==> src/rtl/xpt2046_responder.sv <==
// ---------------------------------------------------------------------------
// xpt2046_responder
//
// Device-side emulation of the XPT2046 resistive touch controller SPI port.
// The block listens to the master (touch_basemod) on TP_CS_N/TP_CLK/TP_DI,
// decodes the 8-bit control byte and answers on TP_DO with a 12-bit (or
// 8-bit) conversion result taken from the supplied coordinates.
//
// Optional build macro:
//   XPT_PRESSURE_EN - adds iZ1/iZ2 inputs answered on channels 011 and 100.
//                     Without it those channels read back as zero.
//
// Ports:
//   CLOCK    system clock, at least 8x the TP_CLK rate
//   RESET    synchronous active-low reset
//   TP_CS_N  chip select from master, active low
//   TP_CLK   serial clock from master
//   TP_DI    serial data from master
//   TP_DO    serial data to master (changes after TP_CLK falls)
//   TP_IRQ   pen interrupt, active low, registered
//   iPress   1 = panel touched
//   iX       12-bit X coordinate (channel 101)
//   iY       12-bit Y coordinate (channel 001)
//   iZ1/iZ2  pressure readings (only with XPT_PRESSURE_EN)
//   oCmd     last complete control byte
//   oDone    one-cycle pulse on the rise where the master samples the LSB
// ---------------------------------------------------------------------------
module xpt2046_responder #(
   parameter int SYNC_STAGES = 2,
   parameter int FRAME_CLKS  = 16
) (
   input  logic        CLOCK,
   input  logic        RESET,
   input  logic        TP_CS_N,
   input  logic        TP_CLK,
   input  logic        TP_DI,
   output logic        TP_DO,
   output logic        TP_IRQ,
   input  logic        iPress,
   input  logic [11:0] iX,
   input  logic [11:0] iY,
`ifdef XPT_PRESSURE_EN
   input  logic [11:0] iZ1,
   input  logic [11:0] iZ2,
`endif
   output logic [7:0]  oCmd,
   output logic        oDone
);

   localparam int CW = $clog2(FRAME_CLKS + 1);
   localparam logic [CW-1:0] FRAME_END = CW'(FRAME_CLKS);

   typedef enum logic [2:0] {IDLE, HUNT, CMD, BUSY, DATA, TAIL} state_t;

   state_t            state;
   logic [SYNC_STAGES-1:0] cs_sync;
   logic [SYNC_STAGES-1:0] di_sync;
   logic [SYNC_STAGES:0]   clk_sync;

   logic              cs_high;
   logic              di_bit;
   logic              clk_rise;
   logic              clk_fall;

   logic [6:0]        shreg;
   logic [2:0]        bit_cnt;
   logic [11:0]       res_sh;
   logic              eight_bit;
   logic [3:0]        data_cnt;
   logic [3:0]        nbits;
   logic [CW-1:0]     rise_cnt;
   logic [CW-1:0]     rise_inc;
   logic              irq_en;

   logic [7:0]        cmd_byte;
   logic [11:0]       raw_word;
   logic [11:0]       latch_word;

   // Bring the three master signals into the CLOCK domain. The clock chain
   // carries one extra flop so the edge detector can compare the newest
   // synchronised sample with the one before it.
   always_ff @(posedge CLOCK) begin
      if (!RESET) begin
         cs_sync  <= '1;
         di_sync  <= '0;
         clk_sync <= '0;
      end else begin
         cs_sync  <= {cs_sync[SYNC_STAGES-2:0], TP_CS_N};
         di_sync  <= {di_sync[SYNC_STAGES-2:0], TP_DI};
         clk_sync <= {clk_sync[SYNC_STAGES-1:0], TP_CLK};
      end
   end

   assign cs_high  = cs_sync[SYNC_STAGES-1];
   assign di_bit   = di_sync[SYNC_STAGES-1];
   assign clk_rise = clk_sync[SYNC_STAGES-1] & ~clk_sync[SYNC_STAGES];
   assign clk_fall = ~clk_sync[SYNC_STAGES-1] & clk_sync[SYNC_STAGES];

   // Decode the byte that would be complete if this rise carries bit 8, pick
   // the channel value and, in 8-bit mode, keep only its top bits left
   // aligned so the same MSB-first shifter serves both widths. The rise
   // counter saturates instead of wrapping so a long tail cannot re-trigger.
   always_comb begin
      cmd_byte = {shreg, di_bit};
      raw_word = '0;
      case (cmd_byte[6:4])
         3'b101:  raw_word = iX;
         3'b001:  raw_word = iY;
`ifdef XPT_PRESSURE_EN
         3'b011:  raw_word = iZ1;
         3'b100:  raw_word = iZ2;
`endif
         default: raw_word = '0;
      endcase
      latch_word = cmd_byte[3] ? {raw_word[11:4], 4'b0000} : raw_word;
      rise_inc   = (rise_cnt == '1) ? rise_cnt : rise_cnt + CW'(1);
      nbits      = eight_bit ? 4'd8 : 4'd12;
   end

   // Protocol engine. A high chip select overrides everything, including any
   // TP_CLK edge seen in the same cycle. Outside of that, the byte is
   // collected on rises, the answer is driven on falls, and the frame ends
   // after FRAME_CLKS rises counted from the end of the control byte.
   always_ff @(posedge CLOCK) begin
      if (!RESET) begin
         state     <= IDLE;
         TP_DO     <= 1'b0;
         TP_IRQ    <= 1'b1;
         oCmd      <= '0;
         oDone     <= 1'b0;
         irq_en    <= 1'b1;
         shreg     <= '0;
         bit_cnt   <= '0;
         res_sh    <= '0;
         eight_bit <= 1'b0;
         data_cnt  <= '0;
         rise_cnt  <= '0;
      end else begin
         oDone  <= 1'b0;
         TP_IRQ <= ~(iPress & irq_en & cs_high);
         if (cs_high) begin
            state <= IDLE;
            TP_DO <= 1'b0;
         end else begin
            case (state)
               IDLE: begin
                  state <= HUNT;
               end
               HUNT: begin
                  if (clk_fall) TP_DO <= 1'b0;
                  // Leading zeros before the start bit are simply skipped.
                  if (clk_rise && di_bit) begin
                     shreg   <= 7'd1;
                     bit_cnt <= 3'd1;
                     state   <= CMD;
                  end
               end
               CMD: begin
                  if (clk_fall) TP_DO <= 1'b0;
                  if (clk_rise) begin
                     if (bit_cnt == 3'd7) begin
                        oCmd      <= cmd_byte;
                        irq_en    <= ~cmd_byte[0];
                        res_sh    <= latch_word;
                        eight_bit <= cmd_byte[3];
                        data_cnt  <= '0;
                        rise_cnt  <= '0;
                        state     <= BUSY;
                     end else begin
                        shreg   <= {shreg[5:0], di_bit};
                        bit_cnt <= bit_cnt + 3'd1;
                     end
                  end
               end
               BUSY: begin
                  if (clk_rise) rise_cnt <= rise_inc;
                  // The first fall after the byte carries the null bit.
                  if (clk_fall) begin
                     TP_DO <= 1'b0;
                     state <= DATA;
                  end
               end
               DATA: begin
                  if (clk_fall && data_cnt != nbits) begin
                     TP_DO    <= res_sh[11];
                     res_sh   <= {res_sh[10:0], 1'b0};
                     data_cnt <= data_cnt + 4'd1;
                  end
                  // Once every bit is on the wire, the next rise is the one
                  // on which the master takes the LSB.
                  if (clk_rise) begin
                     rise_cnt <= rise_inc;
                     if (data_cnt == nbits) begin
                        oDone <= 1'b1;
                        state <= TAIL;
                     end
                  end
               end
               TAIL: begin
                  if (clk_fall) TP_DO <= 1'b0;
                  if (clk_rise) begin
                     rise_cnt <= rise_inc;
                     if (rise_inc >= FRAME_END) state <= HUNT;
                  end
               end
               default: begin
                  state <= IDLE;
                  TP_DO <= 1'b0;
               end
            endcase
         end
      end
   end

endmodule

==> config.mk <==
export PLATFORM = sky130hd
export DESIGN_NAME = xpt2046_responder
export DESIGN_NICKNAME = d
export VERILOG_FILES = /design/src/rtl/xpt2046_responder.sv
export SDC_FILE = /design/constraint.sdc
export NUM_CORES = 1
export LEC_CHECK = 0
export ABC_AREA = 1
export CAP_MARGIN = 20
export CORE_MARGIN = 2
export CORE_UTILIZATION = 45
export DETAILED_ROUTE_END_ITERATION = 16
export PLACE_DENSITY = 0.66
export SKIP_CTS_REPAIR_TIMING = 1
export SYNTH_ARGS = -nofsm -noshare
export SYNTH_HDL_FRONTEND = slang
export SYNTH_SLANG_ARGS = --single-unit
export TNS_END_PERCENT = 1
==> constraint.sdc <==
create_clock -name CLOCK -period 1.6 [get_ports CLOCK]
set_input_delay 0.32 -clock CLOCK [delete_from_list [all_inputs] [get_ports CLOCK]]
set_output_delay 0.32 -clock CLOCK [all_outputs]
set_load 0.05 [all_outputs]
**Word level (Yosys, flattened, before mapping)**

Cells that the tools add are included.

- Word-level logic and storage cells: 108
- Input port bits: 30
- Output and inout port bits: 11
- Register bits after elaboration: 54

- Mux-type cells: 37
- Bitwise logic cells: 13
- $add $sub $neg: 3
- Reduce and logical (&&, ||, !) cells: 16
- Eq/ne operators: 23
- Order comparisons: 1

Operators with widths:

| cell | number |
|---|---|
| case mux 12 bit (2 select lines) | 2 |
| 2-to-1 mux 12 bit | 3 |
| 2-to-1 mux 3 bit | 12 |
| 2-to-1 mux 7 bit | 3 |
| 2-to-1 mux 5 bit | 4 |
| != test 2 bit (second input constant) | 10 |
| case mux 3 bit (6 select lines) | 1 |
| 2-to-1 mux 4 bit | 4 |
| AND reduction 5 bit | 3 |
| case mux 7 bit (2 select lines) | 1 |
| equality test 3 bit (second input constant) | 4 |
| case mux 5 bit (2 select lines) | 1 |
| inverter 1 bit | 9 |
| case mux 4 bit (2 select lines) | 1 |
| AND reduction 8 bit | 1 |
| OR reduction 4 bit | 2 |
| equality test 3 x 1 -> 1 bit (second input constant) | 2 |
| equality test 3 x 2 -> 1 bit (second input constant) | 2 |
| case mux 3 bit (2 select lines) | 1 |
| nonzero test 2 bit | 3 |
| adder 5 x 1 -> 5 bit (second input constant) | 1 |
| equality test 5 bit (second input constant) | 1 |
| greater-or-equal comparator 5 bit (second input constant) | 1 |
| adder 4 x 1 -> 4 bit (second input constant) | 1 |
| 13 further kinds | 20 |

**Longest topological paths before layout**

Gate-level depths: netlist of the first run.

- Depth after elaboration: 6
- Depth in mapped cells: 12
- Depth with buffers taken out: 11

**Worst setup path after synthesis of the first run**

Ideal clock, no wire load.

- Path type: reg-to-reg
- Start: register bit_cnt[0]
- End: register res_sh[11]
- Buffers on the path: 1
- Clock period less this slack: 1.490 ns
- Setup time: 0.112 ns
- Required time: 1.488 ns
- Setup slack: 0.110 ns
- Cell stages (with the launch flop): 10
- Arrival: 1.379 ns
- Cell sequence: dfxtp_1 -> ha_1 -> ha_1 -> nand3b_1 -> nand2_2 -> nor2_4 -> nand2_4 -> buf_4 -> nor2_1 -> nor2_1

- Longest elaborated chain between the ends: 3

RTL lines:

| element | RTL line | source |
|---|---|---|
| start, declared | 66 | `logic [2:0] bit_cnt;` |
| start signal, assigned | 171 | `bit_cnt <= bit_cnt + 3'd1;` |
| equality test 3 bit | 161 | `if (bit_cnt == 3'd7) begin` |
| != test 2 bit (no line) | -- |  |
| AND reduction 5 bit (no line) | -- |  |
| end signal, assigned | 164 | `res_sh <= latch_word;` |
| end signal, assigned | 186 | `res_sh <= {res_sh[10:0], 1'b0};` |
| end, declared | 67 | `logic [11:0] res_sh;` |

No other way between the ends.
A chain may end at the register's enable or synchronous reset.

**Worst setup path after layout of the first run**

- Start: register bit_cnt[1]
- End: register res_sh[5]

Same word-level chain as after synthesis.

==> results.toml, run 1 <==
[setup_path]
setup.worst_path.end = "res_sh[5]$_SDFFE_PN0P_"
cp.arrival_ns = 1.81
worstReg2RegStart = "bit_cnt[1]$_SDFFE_PN0P_"
worst_setup_path_start_kind = "flip-flop"
cpPeakStageDelay_ns = 0.36
critPathBufInv = 1
regToRegSetupSlack_ns = 0.0001
crit_path_max_fanout = 8
slowest_stage = "dfxtp_2"
criticalPathCategory = "flip-flop to flip-flop"
r2r-end = "res_sh[5]$_SDFFE_PN0P_"
critPathCaptureType = "flip-flop"
cp_num_cells = 9
r2r_cells = 9
cpLargestDelayFamily = "simple AND/OR/NAND/NOR gates"
crit_required_ns = 1.81
path_cells = "ha_4 > ha_4 > nand3b_1 > nand2_2 > nor2_4 > nand2_4 > clkbuf_16 > nor2_2 > nor2_2"
setup.worst_path.start = "bit_cnt[1]$_SDFFE_PN0P_"

[clock_tree]
clock_sinks = 53
clkTransAtPathRegs_ns = 0.09
htreeDepth = 2
cts_buffers = 5
clock-root-buffer = "clkbuf_8"
clock_tree.buffer_depth = 2
clock_latency_ns = 0.30
cts_tree = "yes"

[global_routing]
busiest_layer = "met2"
grt_use_total = 0.1925
met1_usage = 0.2564
grt_pass1_vias = 2305
grt_start_max_net_pins = 25
grt_overflow = 0
antenna_found_initial = 0
grt_pass1_wl_um = 10260
use_met2 = 0.3161
grt.met3_usage = 0.03370

[worst_hold_path]
hold_path.class = "flip-flop to flip-flop"

[timing]
min_period_over_period = 0.9999
hold_viol_final = 0
period_needed_ns = 1.600
skew_ns = 0.005912
slew_headroom = 0.7315
maxClockFrequency_mhz = 625.1
setup_ws_ns = 0.0001300
rsz0062_at_grt = "yes"
slew_viol_final = 0
fin_setup_tns_ns = 0
setup_violations = 0
worst-slew-pin-transition_ns = 0.4016

[pwr]
p_int_mw = 1.892
p_clk_frac = 0.366
p_total_mw = 2.415
p_seq_frac = 0.555
power.switching_mw = 0.5231
power_density_nw_per_um2 = 667.9
swShare = 0.2166
peakVddDrop_mv = 0.6902
leakage_nw = 1.645
pwr-share-comb = 0.079

[die]
die_w_um = 82.71
initial_core_util = 0.4681
pin_count = 41
rows = 28
coreArea_um2 = 5956
die-area_um2 = 6840
die_y_um = 82.71

[placement]
hpwl_um = 4496
place_ws_ns = 0.001909
gp_congestion = 0.8933
io_buffers = 40

[detailed_routing]
route.detailed.drc = 0
routed_wl_um = 6347
wl_per_cell_um = 11.42
final_antenna_net_count = 0
drt_iter0_drc = 98
viasPerCell = 4.826
num_vias = 2683
dr.pass1.iters = 5

[synthesis]
ys_seq_area_frac = 0.3806
synth_top_area_share = 0.3806
ys_top_cells_by_area = "dfxtp_1, nand2_1, nor2_1"
syn_inst = 428
synth_area_per_cell_um2 = 6.513
syn_nets = 463
ys_ff_latch = 53
netlist_area_um2 = 2788
yosysWarningCount = 0
ys_types = 28
synth_largest_area_cell = "dfxtp_1"

[layout]
drive_gt1_frac = 0.1871
utilization = 0.6071
nets = 516
diodes = 0
area_growth_pct = 29.71

[outcome]
status = "complete, no violations"

[run]
maxCapViolations = 0
==> placed cells by master, fill, tap and decap left out, types with 3 or more instances in the layout <==
cell             count
dfxtp_1             48
o21ai_0             32
inv_2                4
buf_4               29
buf_12               4
ha_1                 3
nand2_2             10
inv_1               55
a21oi_2              3
o21ai_1              3
nand2_1             93
clkdlybuf4s50_1     29
clkbuf_8             5
nand3_1             24
nor2_1              71
nor2_2              10
nor2_4               7
nand4_1             13
a21oi_1             11
dfxtp_2              5
==> power by group through the flow <==
stage | clock, mW | combinational, mW | sequential (mW)
4_1_cts | 0.899 | 0.185 | 1.34
6_report | 0.883 | 0.191 | 1.34
3_3_place_gp | 0 | 0.184 | 1.37
5_1_grt | 0.944 | 0.212 | 1.34
3_5_place_dp | 0 | 0.185 | 1.37
2_1_floorplan | 0 | 0.0801 | 1.37
==> cell type report <==
type / count / area [um2]
fill: 565 / 2340
multi-input combinational: 296 / 1479
sequential: 53 / 1067
timing repair buffer: 64 / 638.1
inverter: 61 / 234.0
tap: 75 / 93.84
clock buffer: 5 / 68.82
clock inverter: 2 / 35.03
==> per-layer routing <==
layer | part of all wire | vias up
met5 | 0 | -
li1 | - | 1435
met4 | 0.021 | 0
met1 | 0.50 | 1187
met2 | 0.45 | 48
met3 | 0.027 | 13
==> worst register-to-register path, cell delays in order (launching register included) <==
cell,delay [ns]
dfxtp_2,0.36
ha_4,0.14
ha_4,0.12
nand3b_1,0.15
nand2_2,0.08
nor2_4,0.16
nand2_4,0.14
clkbuf_16,0.18
nor2_2,0.12
nor2_2,0.05
==> cells in the mapped netlist <==
library cell	number
nor4_1	1
nand4_1	13
o21ai_0	32
nand2_2	6
xor2_1	1
ha_1	5
nand2_4	2
xnor2_1	2
o21ai_1	3
clkinv_2	1
nand2_1	97
buf_2	2
inv_1	57
clkbuf_1	10
buf_4	3
a21oi_1	14
o21bai_1	2
nand3_2	1
dfxtp_1	53
nand3b_1	2
or2_2	2
o22ai_1	1
inv_2	3
nor2_2	3
nand3_1	24
buf_6	3
nor2_1	81
nor2_4	4
==> kinds of logic after synthesis <==
family,synth area share
XOR/XNOR,0.009427
adder cells (fa/ha/maj),0.02244
AND/OR/NAND/NOR,0.3721
flip-flops,0.3806
AO/OA/AOI/OAI,0.09560
buffers and inverters,0.1198
==> registers in the layout, indices dropped and copies added (netlist names), 3 cells and up <==
signal and count:
bit_cnt 3, data_cnt 4, oCmd 8, clk_sync 3
state 3, res_sh 12, shreg 7, rise_cnt 5
==> worst min path at each step <==
stage,start,end,slack [ns],cells after the start
after floorplan,irq_en$_SDFFE_PN1P_,TP_IRQ$_SDFF_PN1_,0.37,1
after global placement,irq_en$_SDFFE_PN1P_,TP_IRQ$_SDFF_PN1_,0.38,1
after detailed placement,irq_en$_SDFFE_PN1P_,TP_IRQ$_SDFF_PN1_,0.39,1
after CTS,irq_en$_SDFFE_PN1P_,TP_IRQ$_SDFF_PN1_,0.41,1
after global routing,irq_en$_SDFFE_PN1P_,TP_IRQ$_SDFF_PN1_,0.42,1
final,irq_en$_SDFFE_PN1P_,TP_IRQ$_SDFF_PN1_,0.41,1
==> metrics by stage <==
stage / area [um2] / std cells / hold WS [ns]
floorplan: 2788 / 428 / 0.3672
global placement: 3343 / 544 / 0.3829
detailed placement: 3343 / 544 / 0.3875
CTS: 3447 / 551 / 0.4089
global route: 3616 / 556 / 0.4222
finish: 3616 / 556 / 0.4051
Note: power is estimated with default switching activity, not from simulation.
==> run 2: changes to the inputs <==
Settings changed: GPL_TIMING_DRIVEN set to 0.
==> run 2 against run 1 <==
  * First-iteration DRC count down 2.0%
  * Critical path type unchanged
  * Setup slack worse by 0.043 ns
  * Non-clock buffer count down 6
  * Sequential power about the same
  * The run now ends with negative setup slack left
  * Final area down 3.0%
  * Routed wire length up 2.1%
  * Clock skew up 0.0020 ns
  * Largest power group unchanged
  * Final cell count down 0.90%
==> results.toml, run 2 (synthesized netlist as in run 1, its figures left out) <==
[detailed_routing]
viasPerCell = 4.826
wl_per_cell_um = 11.76
routed_wl_um = 6481
num_vias = 2659
route.detailed.drc = 0
drt_iter0_drc = 96
dr.pass1.iters = 4
final_antenna_net_count = 0

[clock_tree]
clock_tree.buffer_depth = 2
cts_buffers = 5
cts_tree = "yes"
clock_latency_ns = 0.31
clock_sinks = 53
htreeDepth = 2
clock-root-buffer = "clkbuf_8"
clkTransAtPathRegs_ns = 0.10

[placement]
place_ws_ns = -0.3373
hpwl_um = 4812
placedInstanceArea_um2 = 3282
gp_congestion = 0.8575
io_buffers = 40

[outcome]
status = "finished with violations"
violations = "negative setup slack"

[die]
die-area_um2 = 6840
die_w_um = 82.71
rows = 28
coreArea_um2 = 5956
pin_count = 41
die_y_um = 82.71
initial_core_util = 0.4681

[pwr]
power_density_nw_per_um2 = 699.6
p_int_mw = 1.894
leakage_nw = 1.729
peakVddDrop_mv = 0.3813
p_seq_frac = 0.545
pwr-share-comb = 0.075
power.switching_mw = 0.5609
p_clk_frac = 0.380
swShare = 0.2285
p_total_mw = 2.455

[timing]
setup_ws_ns = -0.04300
slew_viol_final = 0
rsz0062_at_grt = "yes"
setup_violations = 7
min_period_over_period = 1.027
whs_ns = 0.4038
period_needed_ns = 1.643
slew_headroom = 0.6293
fin_setup_tns_ns = -0.1295
worst-slew-pin-transition_ns = 0.5560
skew_ns = 0.007896
maxClockFrequency_mhz = 608.6
hold_viol_final = 0

[global_routing]
grt_pass1_wl_um = 10750
grt_pass1_vias = 2404
grt_overflow = 0
grt_use_total = 0.2022
antenna_found_initial = 0
grt_start_max_net_pins = 18

[worst_hold_path]
hold_path.class = "flip-flop to flip-flop"

[setup_path]
worst_setup_path_start_kind = "flip-flop"
criticalPathCategory = "flip-flop to flip-flop"
critPathCaptureType = "flip-flop"
cp.arrival_ns = 1.89
crit_path_max_fanout = 10
cpPeakStageDelay_ns = 0.44
crit_required_ns = 1.85
path_cells = "clkbuf_1 > clkbuf_1 > nand4_1 > o21ai_0 > nand2_1 > o21ai_0 > nor2_1 > nor2_1"
slowest_stage = "clkbuf_1"
regToRegSetupSlack_ns = -0.04

[layout]
area_growth_pct = 25.85
top_regs = "res_sh: 12 flops, oCmd: 8 flops, shreg: 7 flops"
regMostFlops = "res_sh"
nets = 510
final_area_um2 = 3508
largest_register_ffs = 12
drive_gt1_frac = 0.1050
diodes = 0
layout_common_cells = "nand2_1, nor2_1, inv_1"
layout_commonest_cell = "nand2_1"

[run]
maxCapViolations = 0
-- run 2: path summary, 6_finish.rpt --
check / cells past startpoint / end / startpoint
max: 8 / res_sh[8]$_SDFFE_PN0P_ / shreg[3]$_SDFFE_PN0P_
min: 1 / TP_IRQ$_SDFF_PN1_ / irq_en$_SDFFE_PN1P_
max reg2reg: 8 / res_sh[8]$_SDFFE_PN0P_ / shreg[3]$_SDFFE_PN0P_
min reg2reg: 1 / TP_IRQ$_SDFF_PN1_ / irq_en$_SDFFE_PN1P_
-- run 2: power by group through the flow --
stage | sequential (mW) | combinational [mW] | clock [mW]
2_1_floorplan | 1.37 | 0.0801 | 0
3_5_place_dp | 1.37 | 0.182 | 0
6_report | 1.34 | 0.185 | 0.933
3_3_place_gp | 1.37 | 0.181 | 0
5_1_grt | 1.34 | 0.205 | 1.00
4_1_cts | 1.34 | 0.183 | 0.955
-- run 2: final cells by class --
cell class / instances / area [um2]
Tap cell: 75 / 93.84
Buffer: 18 / 113.9
Clock buffer: 5 / 68.82
Timing Repair Buffer: 40 / 427.9
Clock inverter: 3 / 46.29
Fill cell: 604 / 2447
Inverter: 61 / 231.5
Sequential cell: 53 / 1072
Multi-Input combinational cell: 296 / 1454
-- run 2: through the flow --
| stage | instances | utilization |
|---|---|---|
| floorplan | 428 | - |
| global placement | 543 | 0.5511 |
| detailed placement | 543 | 0.5511 |
| CTS | 551 | 0.5704 |
| global route | 551 | 0.5891 |
| finish | 551 | 0.5891 |
-- run 2: critical path, delay by kind of cell (launching register included) --
kind	cells	cell delay, ns
buffers and inverters	2	0.70
flip-flops	1	0.32
AND/OR/NAND/NOR	4	0.36
AO/OA/AOI/OAI	2	0.20
-- run 2: metal layers --
| layer | GRT usage | part of all wire | up-vias |
|---|---|---|---|
| met3 | 0.03587 | 0.041 | 6 |
| met1 | 0.2712 | 0.49 | 1179 |
| met4 | 0.04754 | 0.010 | 0 |
| li1 | - | - | 1424 |
| met2 | 0.3379 | 0.46 | 50 |
| met5 | 0 | 0 | - |
